`src/rtl/pri_enc_pkg.sv`:
```
// Shared helpers for the registered priority encoder.
// Width helper, priority-index search and the idle code constant.
package pri_enc_pkg;

    localparam int MAX_N = 64;
    localparam int MAX_W = 6;

    // Idle / disabled code: all ones, truncated to W by the user.
    localparam logic [MAX_W-1:0] IDLE_CODE = '1;

    function automatic int safe_clog2(input int n);
        return (n < 2) ? 1 : $clog2(n);
    endfunction

    // Index of the highest-priority set bit of vec[n-1:0]. Priority runs
    // ptr, ptr-1, ..., 0, n-1, ..., ptr+1. Candidates are visited from
    // lowest to highest priority so the last hit wins. ptr = n-1 gives
    // plain fixed priority (highest index first).
    function automatic int pri_idx(input logic [MAX_N-1:0] vec,
                                   input int n,
                                   input int ptr);
        int best;
        int c;
        best = 0;
        for (int k = 0; k < MAX_N; k++) begin
            if (k < n) begin
                c = (ptr + 1 + k) % n;
                if (vec[c]) best = c;
            end
        end
        return best;
    endfunction

endpackage

```
`src/rtl/pri_enc_comb.sv`:
```
// Combinational N-to-W priority encoder with a rotate (pointer) input.
// ptr names the highest-priority line; tie it to N-1 for fixed priority.
module pri_enc_comb
    import pri_enc_pkg::*;
#(
    parameter  int N = 8,
    localparam int W = safe_clog2(N)
) (
    input  logic [N-1:0] vec,
    input  logic [W-1:0] ptr,
    output logic [W-1:0] idx,
    output logic         any
);

    // Search for the winning index and flag whether anything is set.
    always_comb begin
        idx = W'(pri_idx(MAX_N'(vec), N, int'(ptr)));
        any = |vec;
    end

endmodule

```
`src/rtl/pri_encoder_irq.sv`:
```
// Registered sticky priority encoder with valid/ack retire and cascade enable.
// Optional macro PRI_ENC_RR_EN: rotating priority pointer, serviced line
// becomes lowest priority. Undefined: fixed priority, highest index first.
module pri_encoder_irq
    import pri_enc_pkg::*;
#(
    parameter  int N = 8,
    localparam int W = safe_clog2(N)
) (
    input  logic         iClk,
    input  logic         iRst,
    input  logic [N-1:0] iReq,
    input  logic         iEI,
    input  logic         iAck,
    output logic [W-1:0] oData,
    output logic         oValid,
    output logic         oEO,
    output logic [N-1:0] oPending
);

    localparam logic [W-1:0] IDLE = IDLE_CODE[W-1:0];
    localparam logic [W-1:0] PTR_RST = W'(N - 1);

    logic [N-1:0] pending_q, pending_d;
    logic [W-1:0] data_q, data_d;
    logic         valid_q, valid_d;
    logic         eo_q, eo_d;
    logic [W-1:0] ptr_d;

    logic [N-1:0] req;
    logic [N-1:0] clr;
    logic [W-1:0] cur_idx;
    logic         acc;
    logic [W-1:0] enc_idx;
    logic         enc_any;

    // Accept decode and sticky pending update; a same-cycle re-request
    // survives the clear of its own bit.
    always_comb begin
        req     = ~iReq;
        cur_idx = ~data_q;
        acc     = iAck & valid_q & ~iEI;
        clr     = acc ? (N'(1) << cur_idx) : '0;
        if (iEI) pending_d = pending_q;
        else     pending_d = (pending_q & ~clr) | req;
    end

`ifdef PRI_ENC_RR_EN
    logic [W-1:0] ptr_q;

    // Pointer moves to one below the serviced index; the encoder sees the
    // updated pointer so the next code already reflects the rotation.
    always_comb begin
        ptr_d = ptr_q;
        if (acc) ptr_d = (cur_idx == '0) ? PTR_RST : cur_idx - 1'b1;
    end

    // Pointer register.
    always_ff @(posedge iClk) begin
        if (iRst) ptr_q <= PTR_RST;
        else      ptr_q <= ptr_d;
    end
`else
    assign ptr_d = PTR_RST;
`endif

    pri_enc_comb #(.N(N)) u_enc (
        .vec (pending_d),
        .ptr (ptr_d),
        .idx (enc_idx),
        .any (enc_any)
    );

    // Output stage: clear on disable, load when idle or accepted, else hold.
    always_comb begin
        valid_d = valid_q;
        data_d  = data_q;
        eo_d    = ~iEI & ~enc_any;
        if (iEI) begin
            valid_d = 1'b0;
            data_d  = IDLE;
        end else if (!valid_q || acc) begin
            valid_d = enc_any;
            data_d  = enc_any ? ~enc_idx : IDLE;
        end
    end

    // State registers with synchronous reset dominating all inputs.
    always_ff @(posedge iClk) begin
        if (iRst) begin
            pending_q <= '0;
            valid_q   <= 1'b0;
            data_q    <= IDLE;
            eo_q      <= 1'b0;
        end else begin
            pending_q <= pending_d;
            valid_q   <= valid_d;
            data_q    <= data_d;
            eo_q      <= eo_d;
        end
    end

    assign oData    = data_q;
    assign oValid   = valid_q;
    assign oEO      = eo_q;
    assign oPending = pending_q;

endmodule

```
`config.mk`:
```
export PLATFORM = sky130hd
export DESIGN_NAME = pri_encoder_irq
export DESIGN_NICKNAME = d
export VERILOG_FILES = /design/src/rtl/pri_enc_pkg.sv /design/src/rtl/pri_enc_comb.sv /design/src/rtl/pri_encoder_irq.sv
export SDC_FILE = /design/constraint.sdc
export NUM_CORES = 1
export LEC_CHECK = 0
export ABC_CLOCK_PERIOD_IN_PS = 3800
export CORE_ASPECT_RATIO = 1.1
export CORE_MARGIN = 2
export CORE_UTILIZATION = 45
export CTS_CLUSTER_SIZE = 14
export DETAILED_ROUTE_END_ITERATION = 6
export PLACE_DENSITY = 0.82
export REMOVE_ABC_BUFFERS = 1
export SYNTH_ARGS = -nofsm -noshare
export SYNTH_HDL_FRONTEND = slang
export SYNTH_SLANG_ARGS = --single-unit
```
`constraint.sdc`:
```
create_clock -name iClk -period 3.8 [get_ports iClk]
set_clock_uncertainty 0.15 [all_clocks]
set_input_delay 1.14 -clock iClk [delete_from_list [all_inputs] [get_ports iClk]]
set_output_delay 1.14 -clock iClk [all_outputs]
set_load 0.03 [all_outputs]
```
==> metrics.csv <==
metric;value;unit
Worst VDD drop;0.212;mV
DR WL/cell;14.0;um
number of buffers created by CTS;3;
TritonCTS Sinks;13;
Critical Path RT;3820;ps
post-DP HPWL;1300;um
Slew headroom;69.8;%
vias;698;
All-Layer GR Usage;22.4;%
total power;347;uW
Clock transition at path regs;90;ps
largest area contributor in the netlist;dfxtp_1;
GPL Wtd Cong;0.837;
RSZ-0062 raised after global routing;false;
Final Setup Violations;0;
# hold bufs at CTS;0;
Mapped Cells;80;
initial core utilization;48.3;%
share of layout cells above drive strength 1;8.41;%
#FFs+latches synth;13;
most frequent cells in the layout;clkdlybuf4s50_1 (24), nor2_1 (13), dfxtp_1 (13), nand2_1 (8);
Rows;14;
DRC;0;
Crit Path Class;primary input to flip-flop;
top post-synthesis cells by area;dfxtp_1 (39%), nor2_1 (7.4%), a21oi_1 (4.6%);
CTS H-tree lvls;1;
worst hold-check path type;flip-flop to flip-flop;
leakage power;0.000360;uW
Cell variety after synth;27;
post-CTS sizing;0;
antenna viol nets, final;0;
period utilisation layout;84.5;%
crit path max fanout;7;
global-route wire length before repair;2760;um
MaxCap Viol Count;0;
final-report hold violation count;0;
synth warn;0;
status;complete, no violations;
crit path DAT;3230;ps
share of the synthesized area in the top cell type;39.5;%
initial antenna violation count;0;
setup TNS;0;ps
core area;0.00137;sq mm
vias in the first global route;667;
final WL;1730;um
Critical Path End Type;flip-flop;
# IOs;25;
Post-CTS Setup Bufs;0;
initial DRC count;19;
Die ar.;0.00179;sq mm
Via density;5.67;
Tmin final;3210;ps
Worst setup SP type;primary input;
commonest non-fill, non-tap cell in the layout;clkdlybuf4s50_1;
Die Span Y;44.1;um
largest net degree at the start of global routing;10;
CTS tree;done;
Port Buf Inserts;24;
Netlist Area Pre-Place;659;sq um
sequential fraction of the synthesis area;39.5;%
drt pass-1 iters;4;
Fmax;311;MHz
Root Driver;clkbuf_4;
Cell Pwr Density;367;mW/mm^2
fin. max-slew vios;0;
die width;40.5;um
fillers;114;
fin util;69.2;%
measured slew at the worst slew-check pin;448;ps
Max Root-Sink Buffers;2;
Net count, final;120;
area delta synth->final;43.5;%
Clk Latency, worst-skew pair;280;ps
syn_area_per_cell;8.24;sq um
ANT cells;0;
GR Overflow Total;0;
-- report_power, final --
part	internal, uW	leakage, uW	total (uW)	switching, uW
clock	39.0	0.0000177	87.5	48.5
combinational	47.7	0.000234	102	54.7
sequential	146	0.000108	158	11.2
total	233	0.000360	347	114
-- through the flow --
stage	hold slack (ps)	instance area [sq um]	cells	setup slack [ps]
finish	385	946	123	588
global route	405	946	123	486
CTS	388	946	123	636
detailed placement	375	918	119	344
global placement	357	918	119	480
floorplan	469	651	78	1110
-- Yosys cell counts (all sizes together) --
master,instances
or3,1
a211oi,1
nand4bb,1
or2,2
nand4b,1
nor4,1
buf,2
a21oi,6
a221oi,1
a21boi,2
o31ai,1
a21o,1
o211ai,2
o21ai,6
nor2b,3
a211o,1
o41ai,1
dfxtp,13
o21a,1
nand2b,3
nand3,5
nor2,13
and2,2
o21bai,2
nand2,8
-- per-layer routing --
layer | GRT usage, % | wire length (um) | up-vias
met3 | 7.04 | 89 | 6
met2 | 35.2 | 854 | 20
met4 | 10.7 | 25 | 0
met1 | 26.8 | 754 | 329
li1 | - | - | 343
met5 | 0 | 0 | -
-- cell type report --
cell class,instances,area (sq um),share of cell area [%]
clock buffers,3,22.5,2.38
clock inverters,1,5.00,0.529
repair buffers,25,248,26.2
multi-input cells,65,390,41.3
flip-flops and latches,13,260,27.5
well taps,16,20.0,2.12
-- state kept, by name, indices dropped and copies added, names as in the netlist --
register  flops
oValid        1
oPending      8
oData         3
oEO           1
-- critical path, stage by stage --
cell             delay (ps)
clkdlybuf4s50_1         520
nand4bb_4               310
o31ai_1                 460
nand2_1                 130
or2_1                   250
nor4_2                  290
a21boi_0                120
-- path summary, 6_finish.rpt --
kind | startpoint | end | slack (ps) | depth (start not counted)
max | iEI | oValid | 590 | 7
min | oPending[2] | oPending[2] | 380 | 2
max reg2reg | oValid | oValid | 1670 | 6
min reg2reg | oPending[2] | oPending[2] | 380 | 2
-- cell families (layout without fill, tap and decap cells) --
group / after synthesis / count (layout) / share of synthesized area [%]
and+or+nand+nor: 40 / 40 / 33.6
AOI/OAI and AO/OA: 25 / 25 / 25.6
DFF: 13 / 13 / 39.5
buffers and inverters: 2 / 29 / 1.33
No activity file was read; power rests on OpenSTA's default activity.
